<file path="config.mk">
export PLATFORM = sky130hd
export DESIGN_NAME = fetch_unit
export DESIGN_NICKNAME = d
export VERILOG_FILES = /design/src/rtl/fetch_unit_pkg.sv /design/src/rtl/fetch_fifo.sv /design/src/rtl/fetch_unit.sv
export SDC_FILE = /design/constraint.sdc
export NUM_CORES = 1
export LEC_CHECK = 0
export ABC_AREA = 0
export CAP_MARGIN = 20
export CELL_PAD_IN_SITES_DETAIL_PLACEMENT = 0
export CELL_PAD_IN_SITES_GLOBAL_PLACEMENT = 1
export CORE_MARGIN = 1.5
export CORE_UTILIZATION = 30
export DETAILED_ROUTE_END_ITERATION = 8
export PLACE_DENSITY_LB_ADDON = 0.08
export RECOVER_POWER = 25
export SYNTH_ARGS = -nofsm -noshare
export SYNTH_HDL_FRONTEND = slang
export SYNTH_SLANG_ARGS = --single-unit
</file>
<file path="constraint.sdc">
create_clock -name clk -period 18.3 [get_ports clk]
set_input_delay 1.83 -clock clk [delete_from_list [all_inputs] [get_ports clk]]
set_output_delay 1.83 -clock clk [all_outputs]
set_load 0.05 [all_outputs]
</file>
<file path="src/rtl/fetch_unit_pkg.sv">
// Shared widths and FSM encodings for the instruction fetch stage.
package fetch_unit_pkg;

    localparam int ADDR_W_DEF  = 32;
    localparam int INSTR_W_DEF = 32;

    typedef enum logic [1:0] {
        FS_BOOT  = 2'd0,
        FS_RUN   = 2'd1,
        FS_DRAIN = 2'd2
    } fetch_state_e;

endpackage

</file>
<file path="src/rtl/fetch_fifo.sv">
// Small registered FIFO with synchronous clear; DEPTH must be a power of two so pointers wrap naturally.
module fetch_fifo #(
    parameter int WIDTH = 32,
    parameter int DEPTH = 2
) (
    input  logic                       clk,
    input  logic                       reset,
    input  logic                       push,
    input  logic [WIDTH-1:0]           push_data,
    input  logic                       pop,
    input  logic                       clear,
    output logic [WIDTH-1:0]           head,
    output logic                       full,
    output logic                       empty,
    output logic [$clog2(DEPTH+1)-1:0] count
);

    localparam int PW = $clog2(DEPTH);
    localparam int CW = $clog2(DEPTH+1);

    logic [WIDTH-1:0] mem [DEPTH];
    logic [PW-1:0]    wr_ptr;
    logic [PW-1:0]    rd_ptr;
    logic             do_push;
    logic             do_pop;

    assign full    = (count == CW'(DEPTH));
    assign empty   = (count == '0);
    assign do_push = push & ~full;
    assign do_pop  = pop & ~empty;
    assign head    = mem[rd_ptr];

    always_ff @(posedge clk or posedge reset) begin
        if (reset) begin
            for (int i = 0; i < DEPTH; i++) begin
                mem[i] <= '0;
            end
            wr_ptr <= '0;
            rd_ptr <= '0;
            count  <= '0;
        end else if (clear) begin
            wr_ptr <= '0;
            rd_ptr <= '0;
            count  <= '0;
        end else begin
            if (do_push) begin
                mem[wr_ptr] <= push_data;
                wr_ptr      <= wr_ptr + PW'(1);
            end
            if (do_pop) begin
                rd_ptr <= rd_ptr + PW'(1);
            end
            count <= count + CW'(do_push) - CW'(do_pop);
        end
    end

endmodule

</file>
<file path="src/rtl/fetch_unit.sv">
// Instruction fetch: credit-limited in-order imem reads, buffered {pc, instr} handed to decode.
// state    | meaning
// FS_BOOT  | first cycle after reset, no requests issued
// FS_RUN   | normal fetch, every response is kept
// FS_DRAIN | discarding responses to reads issued before the last flush
module fetch_unit
    import fetch_unit_pkg::*;
#(
    parameter int ADDR_W  = ADDR_W_DEF,
    parameter int INSTR_W = INSTR_W_DEF,
    parameter int DEPTH   = 2
) (
    input  logic               clk,
    input  logic               reset,
    input  logic [ADDR_W-1:0]  pc_in,
    output logic               pc_enable,
    input  logic               flush,
    output logic               imem_req_valid,
    output logic [ADDR_W-1:0]  imem_req_addr,
    input  logic               imem_req_ready,
    input  logic               imem_resp_valid,
    input  logic [INSTR_W-1:0] imem_resp_data,
    output logic               dec_valid,
    output logic [INSTR_W-1:0] dec_instr,
    output logic [ADDR_W-1:0]  dec_pc,
    input  logic               dec_ready
);

    localparam int          CW      = $clog2(DEPTH+1);
    localparam logic [CW:0] CREDITS = (CW+1)'(DEPTH);

    fetch_state_e              state;
    fetch_state_e              state_nxt;
    logic [CW-1:0]             inflight;
    logic [CW-1:0]             drop_cnt;
    logic [CW-1:0]             drop_cnt_nxt;
    logic [CW-1:0]             pc_count;
    logic [CW-1:0]             out_count;
    logic                      pc_full;
    logic                      pc_empty;
    logic                      out_full;
    logic                      out_empty;
    logic [ADDR_W-1:0]         pc_head;
    logic [ADDR_W+INSTR_W-1:0] out_head;
    logic [CW:0]               credit_used;
    logic                      issue;
    logic                      resp;
    logic                      resp_keep;
    logic                      dec_pop;
    logic                      unused_status;

    assign credit_used    = {1'b0, inflight} + {1'b0, out_count};
    assign imem_req_valid = (state != FS_BOOT) & ~flush & (credit_used < CREDITS);
    assign imem_req_addr  = pc_in;
    assign issue          = imem_req_valid & imem_req_ready;
    assign pc_enable      = issue | flush;

    // A response with nothing outstanding is ignored rather than corrupting the counters.
    assign resp      = imem_resp_valid & (inflight != '0);
    assign resp_keep = resp & (drop_cnt == '0) & ~flush;

    assign dec_valid = ~out_empty & ~flush;
    assign dec_pop   = dec_valid & dec_ready;
    assign dec_pc    = out_head[ADDR_W+INSTR_W-1:INSTR_W];
    assign dec_instr = out_head[INSTR_W-1:0];

    assign unused_status = ^{pc_count, pc_full, pc_empty, out_full};

    // Flush recomputes the drop count from what is still outstanding, never accumulates.
    always_comb begin
        drop_cnt_nxt = drop_cnt;
        if (flush) begin
            drop_cnt_nxt = inflight - CW'(resp);
        end else if (resp && (drop_cnt != '0)) begin
            drop_cnt_nxt = drop_cnt - CW'(1);
        end
    end

    always_comb begin
        state_nxt = state;
        case (state)
            FS_BOOT:  state_nxt = FS_RUN;
            FS_RUN:   if (flush && (drop_cnt_nxt != '0)) state_nxt = FS_DRAIN;
            FS_DRAIN: if (drop_cnt_nxt == '0) state_nxt = FS_RUN;
            default:  state_nxt = FS_BOOT;
        endcase
    end

    always_ff @(posedge clk or posedge reset) begin
        if (reset) begin
            state    <= FS_BOOT;
            inflight <= '0;
            drop_cnt <= '0;
        end else begin
            state    <= state_nxt;
            drop_cnt <= drop_cnt_nxt;
            inflight <= inflight + CW'(issue) - CW'(resp);
        end
    end

    fetch_fifo #(.WIDTH(ADDR_W), .DEPTH(DEPTH)) pc_q (
        .clk       (clk),
        .reset     (reset),
        .push      (issue),
        .push_data (pc_in),
        .pop       (resp_keep),
        .clear     (flush),
        .head      (pc_head),
        .full      (pc_full),
        .empty     (pc_empty),
        .count     (pc_count)
    );

    fetch_fifo #(.WIDTH(ADDR_W+INSTR_W), .DEPTH(DEPTH)) out_q (
        .clk       (clk),
        .reset     (reset),
        .push      (resp_keep),
        .push_data ({pc_head, imem_resp_data}),
        .pop       (dec_pop),
        .clear     (flush),
        .head      (out_head),
        .full      (out_full),
        .empty     (out_empty),
        .count     (out_count)
    );

    resp_without_request: assert property (@(posedge clk) disable iff (reset)
        !(imem_resp_valid && (inflight == '0)));

endmodule

</file>
## After elaboration in Yosys (flattened, before gate mapping)

Cells that the tools add are included.

| operators by class | value |
|---|---|
| add/sub/neg operators | 13 |
| $lt $le $gt $ge | 7 |
| eq/ne operators | 6 |
| muxes and demuxes | 27 |
| bitwise logic cells | 22 |
| reduce and logical (&&, ||, !) cells | 20 |

Operators with widths:

| cell | number |
|---|---|
| $mux W64 | 4 |
| $bwmux W128 | 1 |
| $mux W32 | 4 |
| $bwmux W64 | 1 |
| $demux W64 S1 | 1 |
| $demux W32 S1 | 1 |
| $reduce_bool A2 Y1 | 8 |
| $and A1 B1 Y1 | 12 |
| $mux W2 | 6 |
| $logic_not A2 Y1 | 5 |
| $ge A2 B2 Y1 const B | 4 |
| $mux W1 | 8 |
| $not A1 Y2 | 4 |
| $sub A2 B1 Y2 | 4 |
| $add A2 B1 Y2 | 3 |
| $eq A2 B2 Y1 const B | 3 |
| $pmux W2 S3 | 1 |
| $reduce_and A2 Y1 | 3 |
| $not A1 Y1 | 5 |
| $add A1 B1 Y1 const B | 4 |
| $logic_and A1 B1 Y1 | 4 |
| $lt A2 B1 Y1 const B | 2 |
| $ne A2 B2 Y1 const B | 2 |
| $add A2 B2 Y3 | 1 |
| other kinds (4) | 4 |

| storage, ports and cells | value |
|---|---|
| bits in registers | 206 |
| input bits | 70 |
| output and inout port bits | 99 |

## Depth between registers and ports, before layout

Gate-level depths: netlist of run 1.

| depth | value |
|---|---|
| depth in word-level cells | 9 |
| mapped depth | 9 |

## Hierarchy

From an unflattened synthesis of run 1, not the netlist that was laid out.

| unflattened totals | value |
|---|---|
| cells, all modules | 647 |
| area total of the unflattened synthesis | 9472.8 µm² |

Modules (own cells, without submodules):

| module | times used | cells each | area an instance (µm²) | seq. area each (µm²) |
|---|---|---|---|---|
| fetch_fifo at out_q | 1 | 366 | 5746.8 | 3303.2 |
| fetch_fifo at pc_q | 1 | 196 | 3000.4 | 1701.6 |
| fetch_unit | 1 | 85 | 725.7 | 150.1 |

## Worst setup path before layout of run 1

OpenSTA, ideal clock, no wires.

| timing | value |
|---|---|
| kind | input to output |
| start point | in flush |
| end point | out imem_req_valid |
| data arrival time | 2.988 ns |
| data required time | 16.470 ns |
| setup slack | 13.482 ns |
| cell stages on the path | 3 |
| buffers on the path | 1 |
| path through | or3_1 > buf_2 > nor2_1 |

| between the ends | value |
|---|---|
| cells in the longest elaborated chain, start to end | 3 |

Ends and longest elaborated chain:

| element | RTL line | source |
|---|---|---|
| start, declared | fetch_unit.sv:17 | `input logic flush,` |
| $not A1 Y1 (no source line) | n/a |  |
| $and A1 B1 Y1 (2 in series) | fetch_unit.sv:53 | `assign imem_req_valid = (state != FS_BOOT) & ~flush & (credit_used < CREDITS);` |
| end, declared | fetch_unit.sv:18 | `output logic imem_req_valid,` |

Every way passes these cells.

==> key figures, run 1 <==
Run status
  – Result of the run: complete, but fails checks
  – Violated checks: design-rule violations, max-capacitance violations, max-slew violations

Placed design
  – Pre-CTS setup slack: 12.10 ns
  – Routability Congestion: 0.704
  – Number of buffers added on ports: 168
  – Post-DP HPWL: 13100 um

Clock tree
  – Number of H-tree levels: 1
  – Insertion delay to the later sink of the worst-skew pair: 0.53 ns
  – Clock-pin slew of the registers on the worst-case setup and hold paths: 0.06 ns
  – Maximum root-to-sink buffer count: 3
  – TritonCTS clock tree: yes
  – Post-CTS Setup Repair Bufs: 0
  – Total clock buffers created by CTS: 25
  – Cells resized by post-CTS repair: 0
  – Clock root buffer: sky130_fd_sc_hd__clkbuf_16
  – Post-CTS Hold Fix Bufs: 0
  – Clk sink count: 206

Detailed routing
  – Routed WL: 21700 um
  – Final antenna-violating net count: 0
  – Number of vias after detailed routing: 5789
  – Number of violations reported at the end of detailed-routing iteration 0: 185
  – Total DRC errors in the routed layout: 26
  – Routed wire length per instance: 17.2 um
  – Mean number of vias per cell: 4.61
  – Number of search-and-repair iterations in the first detailed-routing pass: 6

Power and ir drop
  – Post-route total power: 2.35 mW
  – Net Sw Power: 0.899 mW
  – Switching power as a share of total power: 38.2%
  – Cell internal power dissipation: 1.45 mW
  – Sequential Power Share: 33.3%
  – Total power density per cell area: 194 nW/um2
  – Clk network pwr share: 22.0%
  – Combinational fraction of design power: 44.7%
  – Worst IR drop on VDD: 89.7 uV
  – Leakage: 5.22 nW

Setup path
  – Kind of cell adding the most delay to the critical path: buffers and inverters
  – Critical Path End Type: asynchronous set/reset pin
  – Library cell contributing the largest single delay on the critical path: sky130_fd_sc_hd__clkinvlp_2
  – Crit path largest cell delay: 3.13 ns
  – Cell-by-cell trace of the critical path: dlygate4sd3_1 -> clkinvlp_2
  – Worst path buffer plus inverter count: 2
  – Setup crit start kind: input pin
  – Startpoint-to-endpoint class of the critical path: input pin to asynchronous set/reset pin
  – Maximum fanout along the worst path: 127
  – Required time of the worst setup path: 17.21 ns
  – Signal arrival time at the worst endpoint: 5.72 ns

Logic synthesis
  – Syn Inst Count: 709
  – Mean post-synth cell area: 13.3 um2
  – Ys flop type: sky130_fd_sc_hd__dfrtp_1
  – Fraction of registers with async set or reset after synthesis: 100%
  – Number of warnings printed during yosys synthesis: 0
  – Area of the mapped netlist: 9440 um2
  – Sequential-to-total area share from yosys stat: 54.6%
  – Number of storage elements in the synthesis netlist: 206
  – Post-synth EDFFs: 0
  – Post-synthesis cell type count: 37
  – Post-synth net total: 786

Layout
  – Final net count: 917
  – Area growth from synthesis to final layout: 28.2%
  – Most frequent cells in the layout: sky130_fd_sc_hd__dfrtp_1 (204), sky130_fd_sc_hd__clkdlybuf4s50_1 (166), sky130_fd_sc_hd__mux2_2 (138)
  – Commonest non-fill, non-tap cell in the layout: sky130_fd_sc_hd__dfrtp_1
  – Fraction of final layout cells sized beyond drive strength 1: 29.0%

Job
  – Max-cap violation count: 1

Global routing
  – Vias in the first global route: 6339
  – Residual overflow from global routing: 0
  – Wire length of the first global-routing pass: 35000 um
  – Largest net degree at the start of global routing: 128
  – Initial antenna violation count: 0
  – Global-route total usage across every layer: 13.4%

Floorplanning
  – Core area: 30700 um2
  – Ports: 169
  – Rows: 64
  – Die width: 180 um
  – Full die area: 32600 um2
  – Die Y: 180 um
  – Initial Utilization: 30.7%

STA
  – Worst hold slack: 0.476 ns
  – Setup skew after layout: 0.0236 ns
  – Max Slew Vio Count: 128
  – Fin crit share: 37.2%
  – Worst-margin pin slew: 5.74 ns
  – Final number of setup-violating endpoints: 0
  – Time the worst path needs with I/O delays and setup: 6.81 ns
  – Setup repair after global routing missed its margin: false
  – Rel. slew slack: -283%
  – Final total negative setup slack: 0 ns
  – Worst-case setup margin in the final layout: 11.49 ns
  – Endpoints failing hold: 0
  – Maximum frequency from static timing analysis: 147 MHz

Worst hold path
  – Path class of the lowest-slack min-delay path: flop to flop
-- power groups by stage --
stage	Combinational, mW	Sequential, mW	Clock (mW)
4_1_cts	1.07	0.784	0.536
2_1_floorplan	0.808	0.757	0
6_report	1.05	0.783	0.516
3_5_place_dp	1.06	0.790	0
3_3_place_gp	1.05	0.777	0
5_1_grt	1.12	0.813	0.555
-- Yosys cell counts, types with 3 or more instances --
| library cell | instances | area share, % |
|---|---|---|
| sky130_fd_sc_hd__a21oi_1 | 36 | 1.9 |
| sky130_fd_sc_hd__nor2b_1 | 7 | 0.46 |
| sky130_fd_sc_hd__mux2_1 | 4 | 0.48 |
| sky130_fd_sc_hd__o21bai_1 | 3 | 0.24 |
| sky130_fd_sc_hd__o21ai_1 | 30 | 1.6 |
| sky130_fd_sc_hd__dfrtp_1 | 206 | 55 |
| sky130_fd_sc_hd__clkbuf_1 | 17 | 0.68 |
| sky130_fd_sc_hd__mux2i_1 | 35 | 3.7 |
| sky130_fd_sc_hd__buf_4 | 36 | 2.9 |
| sky130_fd_sc_hd__nand2_1 | 34 | 1.4 |
| sky130_fd_sc_hd__mux2_4 | 52 | 8.3 |
| sky130_fd_sc_hd__mux2_2 | 138 | 16 |
| sky130_fd_sc_hd__inv_1 | 8 | 0.32 |
| sky130_fd_sc_hd__buf_2 | 11 | 0.58 |
| sky130_fd_sc_hd__xnor2_1 | 5 | 0.46 |
| sky130_fd_sc_hd__nand2b_1 | 4 | 0.26 |
| sky130_fd_sc_hd__ha_1 | 6 | 0.79 |
| sky130_fd_sc_hd__o21ai_0 | 4 | 0.21 |
| sky130_fd_sc_hd__nor2_1 | 43 | 1.7 |
| sky130_fd_sc_hd__buf_6 | 9 | 1.1 |
-- path summary, 6_finish.rpt --
check	from	end	slack [ns]	cells after the start
max	reset	out_q.rd_ptr	11.49	2
min	out_q.mem[61]	out_q.mem[61]	0.48	2
max reg2reg	inflight[0]	pc_q.mem[30]	15.17	7
min reg2reg	out_q.mem[61]	out_q.mem[61]	0.48	2
max in group clk	flush	pc_enable	12.13	5
min in group asynchronous	reset	out_q.mem[66]	3.51	2
-- flip-flops by register name (all words and copies together), names as in the netlist --
register / count
pc_q.wr_ptr: 1
out_q.wr_ptr: 1
drop_cnt: 2
state: 2
out_q.mem: 128
out_q.count: 2
pc_q.mem: 64
inflight: 2
pc_q.rd_ptr: 1
pc_q.count: 2
out_q.rd_ptr: 1
-- per-layer routing --
metal / global-route usage (%) / up-vias / part of all wire [%]
li1: - / 2709 / -
met1: 17.2 / 2900 / 44
met2: 23.3 / 150 / 48
met3: 2.45 / 30 / 5.0
met4: 3.43 / 0 / 2.2
met5: 0 / - / 0
-- final cells by class --
type / instances / area (um2)
Fill cell: 2936 / 18600
Clock buffer: 38 / 744
Inverter: 8 / 31.3
Timing Repair Buffer: 177 / 1770
Antenna cell: 1 / 2.50
Clock inverter: 8 / 124
Multi-Input combinational cell: 422 / 3780
Sequential cell: 206 / 5160
Tap cell: 396 / 495
-- cell families (layout without fill, tap and decap cells) --
family / after synthesis / count (layout) / share of synthesized area, %
flip-flops: 206 / 206 / 54.6
multiplexers: 229 / 229 / 28.9
AO/OA/AOI/OAI: 79 / 79 / 4.46
AND/OR/NAND/NOR: 100 / 100 / 4.88
other: 0 / 1 / 0
XOR/XNOR: 7 / 7 / 0.649
adder cells (fa/ha/maj): 7 / 7 / 1.01
buffers and inverters: 81 / 231 / 5.51
-- per-stage QoR --
stage | instances | util (%) | area [um2]
2_1_floorplan | 709 | - | 9440
3_3_place_gp | 1208 | 36.5 | 11200
3_5_place_dp | 1208 | 36.5 | 11200
4_1_cts | 1254 | 39.3 | 12100
5_1_grt | 1255 | 39.4 | 12100
6_report | 1256 | 39.4 | 12100
Note: power is estimated with default switching activity, not from simulation.
==> run 2, diff against run 1 <==
Clock period 18.3 ns to 6.75 ns, I/O delays scaled along.
==> run 2 against run 1 <==
Net effect: the run ends with design-rule violations left; combinational power grew to 2.7 times the previous value; critical path type is now input pin to output port; cell count is 0.16% lower; global-route usage is 0.17 points higher; setup slack worse by 8.6 ns; via count is 0.48% higher.
==> key figures, run 2 (synthesis gave the netlist of run 1 again) <==
Run status
  – Result of the run: complete, but fails checks
  – Violated checks: design-rule violations

STA
  – Setup repair after global routing missed its margin: false
  – Max Slew Vio Count: 0 (-100%)
  – Final total negative setup slack: 0 ns (unchanged)
  – Setup skew after layout: 0.00881 ns (-0.0148 ns)
  – Maximum frequency from static timing analysis: 257 MHz
  – Worst-margin pin slew: 1.09 ns (-4.65 ns)
  – Fin crit share: 57.7%
  – Final number of setup-violating endpoints: 0 (unchanged)
  – Endpoints failing hold: 0 (unchanged)
  – Rel. slew slack: 27.1% (+310 points)
  – Time the worst path needs with I/O delays and setup: 3.89 ns

Power and ir drop
  – Switching power as a share of total power: 38.4% (+0.21 points)
  – Sequential Power Share: 33.9% (+0.6 points)
  – Combinational fraction of design power: 44.4% (-0.3 points)
  – Total power density per cell area: 525 nW/um2 (+170%)
  – Leakage: 5.23 nW (+0.17%)
  – Cell internal power dissipation: 3.91 mW (+170%)
  – Net Sw Power: 2.44 mW (+170%)
  – Clk network pwr share: 21.6% (-0.4 points)
  – Worst IR drop on VDD: 311 uV (+250%)

Clock tree
  – Total clock buffers created by CTS: 26 (+4.0%)
  – Cells resized by post-CTS repair: 0 (unchanged)
  – Post-CTS Hold Fix Bufs: 0 (unchanged)
  – Clock root buffer: sky130_fd_sc_hd__clkbuf_16
  – Clk sink count: 206 (unchanged)
  – Number of H-tree levels: 1 (unchanged)
  – TritonCTS clock tree: yes
  – Post-CTS Setup Repair Bufs: 0 (unchanged)
  – Maximum root-to-sink buffer count: 3 (unchanged)
  – Insertion delay to the later sink of the worst-skew pair: 0.51 ns (-0.02 ns)
  – Clock-pin slew of the registers on the worst-case setup and hold paths: 0.05 ns (about the same)

Detailed routing
  – Number of violations reported at the end of detailed-routing iteration 0: 192 (+3.8%)
  – Routed WL: 21900 um (+1.0%)
  – Total DRC errors in the routed layout: 13 (-50%)
  – Number of search-and-repair iterations in the first detailed-routing pass: 6 (unchanged)
  – Number of vias after detailed routing: 5817 (+0.48%)
  – Mean number of vias per cell: 4.64 (+0.64%)
  – Routed wire length per instance: 17.5 um (+1.2%)
  – Final antenna-violating net count: 0 (unchanged)

Setup path
  – Maximum fanout along the worst path: 20 (-84%)
  – Setup crit start kind: input pin
  – Startpoint-to-endpoint class of the critical path: input pin to output port
  – Critical Path End Type: output port
  – Required time of the worst setup path: 6.07 ns (-11.14 ns)
  – Signal arrival time at the worst endpoint: 3.22 ns (-2.50 ns)

Floorplanning
  – Full die area: 32600 um2 (unchanged)
  – Die width: 180 um (unchanged)
  – Core area: 30700 um2 (unchanged)
  – Rows: 64 (unchanged)
  – Ports: 169 (unchanged)
  – Initial Utilization: 30.7% (unchanged)
  – Die Y: 180 um (unchanged)

Job
  – Max-cap violation count: 0 (-1)

Layout
  – Area growth from synthesis to final layout: 28.1% (about the same)
  – Filler Cell Count: 2892 (-1.5%)
  – Final core occ: 39.3% (about the same)
  – Top flop regs: out_q.mem: 128 flops, pc_q.mem: 64 flops
  – ANT cells: 0 (-1)
  – Final net count: 918 (+0.11%)
  – Largest Register: out_q.mem
  – Most frequent cells in the layout: sky130_fd_sc_hd__dfrtp_1 (204), sky130_fd_sc_hd__clkdlybuf4s50_1 (167), sky130_fd_sc_hd__mux2_2 (138)
  – Fraction of final layout cells sized beyond drive strength 1: 29.3% (+0.27 points)
  – Commonest non-fill, non-tap cell in the layout: sky130_fd_sc_hd__dfrtp_1
  – Max FFs per register: 128 (unchanged)

Global routing
  – Wire length of the first global-routing pass: 35300 um (+0.75%)
  – Largest net degree at the start of global routing: 145 (+13%)
  – Initial antenna violation count: 0 (unchanged)
  – Vias in the first global route: 6195 (-2.3%)
  – Global-route total usage across every layer: 13.6% (+0.17 points)
  – Residual overflow from global routing: 0 (unchanged)

Placed design
  – Number of buffers added on ports: 168 (unchanged)
  – Routability Congestion: 0.683 (-2.9%)
  – Post-DP HPWL: 13200 um (+0.79%)

Worst hold path
  – Path class of the lowest-slack min-delay path: flop to flop
==> run 2: cell count changes in the layout (fill, tap and decap cells not counted), moves of 2 or more <==
cell                        previous run  this run
sky130_fd_sc_hd__clkbuf_8              7         5
sky130_fd_sc_hd__clkbuf_16            25        27
sky130_fd_sc_hd__clkinv_2              2         6
sky130_fd_sc_hd__clkbuf_1              6         3
==> run 2: area by class of cell <==
| type | count | area [um2] | share of cell area, % |
|---|---|---|---|
| sequential | 206 | 5160 | 42.7 |
| multi-input combinational | 422 | 3780 | 31.3 |
| timing repair buffer | 177 | 1770 | 14.6 |
| clock buffer | 35 | 756 | 6.25 |
| tap | 396 | 495 | 4.10 |
| clock inverter | 10 | 105 | 0.869 |
| inverter | 8 | 31.3 | 0.259 |
==> run 2: per-stage QoR <==
stage | area [um2] | std cells | total power, mW | hold slack (ns) | setup WS (ns)
after global routing | 12100 | 1254 | 6.73 | 0.481 | 2.70
after detailed placement | 11200 | 1208 | 5.02 | 0.465 | 2.84
after floorplan | 9440 | 709 | 4.24 | 0.444 | 0.451
final | 12100 | 1254 | 6.35 | 0.476 | 2.86
after global placement | 11200 | 1208 | 4.95 | 0.459 | 2.84
after CTS | 12100 | 1253 | 6.45 | 0.479 | 2.83
==> run 2: routing by layer <==
| layer | up-vias | GRT usage, % | wire length, um | share of wire, % |
|---|---|---|---|---|
| met3 | 27 | 2.73 | 1250 | 5.7 |
| met2 | 158 | 22.7 | 10300 | 47 |
| li1 | 2701 | - | - | - |
| met4 | 0 | 3.16 | 408 | 1.9 |
| met1 | 2931 | 18.2 | 9940 | 45 |
| met5 | - | 0 | 0 | 0 |
==> run 2: final timing paths <==
| path | start | depth (start not counted) | slack [ns] | to |
|---|---|---|---|---|
| max | flush | 5 | 2.86 | pc_enable |
| min | out_q.mem[61] | 2 | 0.48 | out_q.mem[61] |
| max reg2reg | inflight[0] | 7 | 3.60 | pc_q.mem[30] |
| min reg2reg | out_q.mem[61] | 2 | 0.48 | out_q.mem[61] |
| max in group asynchronous | reset | 4 | 3.99 | pc_q.rd_ptr |
| min in group asynchronous | reset | 2 | 0.81 | out_q.mem[27] |
==> run 2: power groups by stage <==
stage	registers [mW]	clock network [mW]	logic (mW)
floorplan	2.05	0	2.19
global placement	2.14	0	2.81
detailed placement	2.17	0	2.84
CTS	2.16	1.43	2.86
global route	2.24	1.48	3.00
finish	2.15	1.37	2.82
==> run 2: worst max-delay path: stages <==
cell                              delay [ns]
sky130_fd_sc_hd__clkdlybuf4s50_1        0.74
sky130_fd_sc_hd__or3_1                  0.65
sky130_fd_sc_hd__nor2_1                 0.21
sky130_fd_sc_hd__or2_2                  0.14
sky130_fd_sc_hd__clkdlybuf4s50_1        0.79
==> run 3, diff against run 2 <==
Clock period 6.75 ns to 3.1 ns, I/O delays scaled along.
==> run 3 against run 2 <==
Net effect: the flow finishes with violations (design-rule violations, max-capacitance violations, max-slew violations); register-to-register slack worse by 3.2 ns; utilization is 0.26 points higher; sequential share of layout area is 0.28 points lower; critical path type is now flop to output port; highest routed layer unchanged.
==> key figures, run 3 (synthesis gave the netlist of run 1 again) <==
Setup path
  – Register-to-register setup slack: 0.36 ns (-3.24 ns)
  – Required time of the worst setup path: 2.79 ns (-3.28 ns)
  – Critical Path End Type: output port
  – Library cell contributing the largest single delay on the critical path: sky130_fd_sc_hd__clkdlybuf4s50_1
  – Maximum fanout along the worst path: 38 (+90%)
  – Capturing point of the worst reg2reg path: pc_q.mem[28]
  – Launch instance of the worst register-to-register path: inflight[0]
  – Worst setup startpoint: out_q.rd_ptr
  – Worst R2R Path Depth: 7 (unchanged)
  – Cell-by-cell trace of the critical path: buf_12 -> mux2_2 -> clkdlybuf4s50_1
  – Crit path largest cell delay: 0.74 ns (-0.05 ns)
  – Startpoint-to-endpoint class of the critical path: flop to output port
  – Setup crit start kind: flop
  – Capture point of the critical path: dec_instr[15]
  – Signal arrival time at the worst endpoint: 2.58 ns (-0.64 ns)

STA
  – Setup repair after global routing missed its margin: false
  – Fin crit share: 93.2%
  – Time the worst path needs with I/O delays and setup: 2.89 ns
  – Worst-margin pin slew: 1.64 ns (+0.545 ns)
  – Setup skew after layout: 0.00661 ns (-0.00220 ns)
  – Final number of setup-violating endpoints: 0 (unchanged)
  – Endpoints failing hold: 0 (unchanged)
  – Max Slew Vio Count: 115 (+115)
  – Rel. slew slack: -9.24% (-36 points)
  – Final total negative setup slack: 0 ns (unchanged)
  – Maximum frequency from static timing analysis: 346 MHz

Clock tree
  – Insertion delay to the later sink of the worst-skew pair: 0.51 ns (about the same)
  – Clock-pin slew of the registers on the worst-case setup and hold paths: 0.06 ns (about the same)
  – Clk sink count: 206 (unchanged)
  – Post-CTS Setup Repair Bufs: 0 (unchanged)
  – Post-CTS Hold Fix Bufs: 0 (unchanged)
  – TritonCTS clock tree: yes
  – Clock root buffer: sky130_fd_sc_hd__clkbuf_16
  – Maximum root-to-sink buffer count: 3 (unchanged)
  – Total clock buffers created by CTS: 26 (unchanged)
  – Number of H-tree levels: 1 (unchanged)
  – Cells resized by post-CTS repair: 0 (unchanged)

Layout
  – ANT cells: 0 (unchanged)
  – Final net count: 923 (+0.54%)
  – Commonest non-fill, non-tap cell in the layout: sky130_fd_sc_hd__dfrtp_1
  – Fraction of final layout cells sized beyond drive strength 1: 29.7% (+0.44 points)
  – Filler Cell Count: 2921 (+1.0%)
  – Largest Register: out_q.mem
  – Final core occ: 39.6% (+0.26 points)
  – Top flop regs: out_q.mem: 128 flops, pc_q.mem: 64 flops
  – Max FFs per register: 128 (unchanged)
  – Area growth from synthesis to final layout: 29.0%
  – Most frequent cells in the layout: sky130_fd_sc_hd__dfrtp_1 (204), sky130_fd_sc_hd__clkdlybuf4s50_1 (165), sky130_fd_sc_hd__mux2_2 (138)

Run status
  – Violated checks: design-rule violations, max-capacitance violations, max-slew violations
  – Result of the run: complete, but fails checks

Global routing
  – Initial antenna violation count: 0 (unchanged)
  – Vias in the first global route: 6283 (+1.4%)
  – Largest net degree at the start of global routing: 115 (-21%)
  – Residual overflow from global routing: 0 (unchanged)
  – Wire length of the first global-routing pass: 34500 um (-2.1%)
  – Global-route total usage across every layer: 13.3% (-0.25 points)

Detailed routing
  – Final antenna-violating net count: 0 (unchanged)
  – Number of search-and-repair iterations in the first detailed-routing pass: 6 (unchanged)
  – Total DRC errors in the routed layout: 14 (+1)
  – Number of violations reported at the end of detailed-routing iteration 0: 217 (+13%)
  – Routed WL: 21500 um (-1.8%)
  – Mean number of vias per cell: 4.63 (about the same)
  – Number of vias after detailed routing: 5830 (+0.22%)
  – Routed wire length per instance: 17.1 um (-2.1%)

Floorplanning
  – Initial Utilization: 30.7% (unchanged)
  – Die Y: 180 um (unchanged)
  – Rows: 64 (unchanged)
  – Core area: 30700 um2 (unchanged)
  – Die width: 180 um (unchanged)
  – Ports: 169 (unchanged)
  – Full die area: 32600 um2 (unchanged)

Job
  – Max-cap violation count: 1 (+1)

Worst hold path
  – Path class of the lowest-slack min-delay path: input pin to asynchronous set/reset pin

Placed design
  – Routability Congestion: 0.712 (+4.2%)
  – Number of buffers added on ports: 168 (unchanged)
  – Post-DP HPWL: 13900 um (+5.6%)

Power and ir drop
  – Total power density per cell area: 1150 nW/um2 (+120%)
  – Worst IR drop on VDD: 567 uV (+83%)
  – Leakage: 5.27 nW (+0.74%)
==> run 3: cell count changes in the layout (fill, tap and decap cells not counted), sizes merged <==
cell           previous run  this run
buf                       9        13
bufinv                    2         4
clkbuf                   35        37
clkdlybuf4s50           167       165
clkinv                    6         5
clkinvlp                  3         2
==> run 3: stage by stage <==
step | worst slack, ns | instances | hold WS [ns] | power (mW) | cell area [um2]
after global placement | 0.412 | 1214 | 0.456 | 10.9 | 11300
after floorplan | 0.118 | 709 | 0.442 | 9.24 | 9450
after CTS | 0.156 | 1258 | 0.0363 | 14.2 | 12200
after detailed placement | 0.341 | 1214 | 0.466 | 11.0 | 11300
final | 0.209 | 1258 | 0.178 | 14.0 | 12200
after global routing | 0.104 | 1258 | 0.181 | 14.8 | 12200
==> run 3: worst max-delay path, delay by kind of cell (launching register included) <==
kind                   cells  cell delay (ns)
buffers and inverters      2             1.03
multiplexers               1             0.37
flip-flops                 1             0.63
==> run 3: metal layers <==
metal	up-vias	track usage, %	part of all wire (%)
li1	2717	-	-
met1	2943	17.1	44
met2	142	22.8	48
met3	28	2.99	6.2
met4	0	3.23	1.8
met5	-	0	0
==> run 3: final cells by class <==
| cell class | instances | area [um2] | area share, % |
|---|---|---|---|
| Inverter | 8 | 31.3 | 0.257 |
| Clock inverter | 10 | 153 | 1.25 |
| Timing Repair Buffer | 182 | 1830 | 15.0 |
| Tap cell | 396 | 495 | 4.07 |
| Multi-Input combinational cell | 422 | 3780 | 31.0 |
| Sequential cell | 206 | 5160 | 42.4 |
| Clock buffer | 34 | 732 | 6.01 |
==> run 3: report_power, final <==
part | leakage, nW | internal (mW) | switching [mW]
logic | 2.28 | 2.77 | 3.50
clock network | 0.435 | 1.98 | 1.11
registers | 2.55 | 3.96 | 0.690
total | 5.27 | 8.71 | 5.30
==> run 3: worst min-delay path by stage <==
stage                               end  slack, ns
after global placement    out_q.mem[61]       0.46
after detailed placement  out_q.mem[61]       0.47
final                     out_q.mem[69]       0.18
after floorplan            pc_q.mem[28]       0.44
after CTS                 out_q.mem[69]       0.04
after global routing      out_q.mem[69]       0.18
==> patch: new RTL, config.mk and constraints of run 3 <==
Re-encode `fetch_state_e` (3 states) as one-hot, 3 bits wide.
--- a/src/rtl/fetch_unit_pkg.sv
+++ b/src/rtl/fetch_unit_pkg.sv
@@ -4,10 +4,10 @@
     localparam int ADDR_W_DEF  = 32;
     localparam int INSTR_W_DEF = 32;
 
-    typedef enum logic [1:0] {
-        FS_BOOT  = 2'd0,
-        FS_RUN   = 2'd1,
-        FS_DRAIN = 2'd2
+    typedef enum logic [2:0] {
+        FS_BOOT  = 3'b001,
+        FS_RUN   = 3'b010,
+        FS_DRAIN = 3'b100
     } fetch_state_e;
 
 endpackage
Formal check against the unedited RTL: no difference found for any inputs over 4 cycles, from zero or initial values and one cycle with reset high; so few cycles prove little.
==> patch against run 3 <==
  * The run ends with max-capacitance violations left
  * Worst setup slack got worse by 0.043 ns
  * Clock skew grew 0.0037 ns
  * Sequential cell count is 1 higher
  * Core utilization fell by 0.83 points
  * Sequential share of layout area is 0.23 points higher
  * Wire length up 2.2%
  * Power is 3.4% lower
  * Design area about the same
  * Via count shrank 1.1%
  * Area after synthesis up 0.79%
  * Count of clock-buffer cells in the layout rose by 9
  * Combinational power is 3.3% lower
  * Largest cell class unchanged
==> patch: results (changes against run 3) <==
Met2 GRT Util: 22.8% (+0.056 points)
Invs w/o clock: 10 (+2)
WL met2: 10400 um (+0.34%)
Met3 usage: 3.12% (+0.13 points)
Largest net degree at the start of global routing: 101 (-12%)
First-pass GRT wire length: 35800 um (+3.7%)
Worst Hold Slack: 0.296 ns (+0.119 ns)
Comb_multi_in: 425 (+0.71%)
Final Wtd Congestion: 0.703 (-1.3%)
MaxCap Viol Count: 1 (unchanged)
Violated checks: max-capacitance violations
Met1 wire length: 10100 um (+6.9%)
Routed wire length: 21900 um (+2.2%)
Fill count: 3040 (+4.1%)
HPWL Detailed: 14000 um (+0.66%)
Synthesized Nets: 791 (+0.64%)
NumNets Final: 933 (+1.1%)
Signal buf overhead: 15.5% (+0.47 points)
Worst vdd ir: 0.447 mV (-21%)
Seq/total area: 42.6% (+0.23 points)
LEAKAGE: 0.00523 uW (-0.72%)
Total track usage: 13.7% (+0.36 points)
Outcome: complete, but fails checks
R2R Path End: pc_q.mem[60]$_DFFE_PP0P_
CP endpoint: dec_pc[0]
Mux contribution to synthesized area: 27.8% (-1.1 points)
Non-Clock Buffer Count: 186 (+2.2%)
Arrival time at the worst endpoint: 2.62 ns (+0.04 ns)
Met1 usage: 18.0% (+0.82 points)
Xor and xnor area share after synthesis: 0.644% (-0.0051 points)
Fraction of layout cells with a size suffix above 1: 29.5% (-0.21 points)
Detailed Routing Iterations Pass 1: 4 (-2)
FF-to-FF path depth: 8 (+1)
==> patch: cell count changes in the layout (fill, tap and decap cells not counted), moves of 4 or more <==
| cell | change |
|---|---|
| clkbuf_8 | +4 |
| mux2_2 | +10 |
| nand2_1 | +6 |
| mux2_4 | -13 |
| o21ai_1 | -30 |
| o21ai_0 | +34 |
| bufinv_16 | -4 |
| clkbuf_1 | +5 |
==> patch: power groups by stage <==
| stage | sequential (uW) | combinational, uW | clock, uW |
|---|---|---|---|
| floorplan | 4420 | 4630 | 0 |
| global placement | 4580 | 6060 | 0 |
| detailed placement | 4650 | 6140 | 0 |
| CTS | 4620 | 6170 | 2990 |
| global route | 4800 | 6480 | 3110 |
| finish | 4610 | 6060 | 2860 |
==> patch: through the flow <==
stage          area (sq um)  cells  setup WS [ns]
2_1_floorplan          9520    714          0.105
3_3_place_gp          11400   1230          0.380
3_5_place_dp          11400   1230          0.354
4_1_cts               12200   1277         0.0661
5_1_grt               12200   1277         0.0283
6_report              12200   1277          0.166
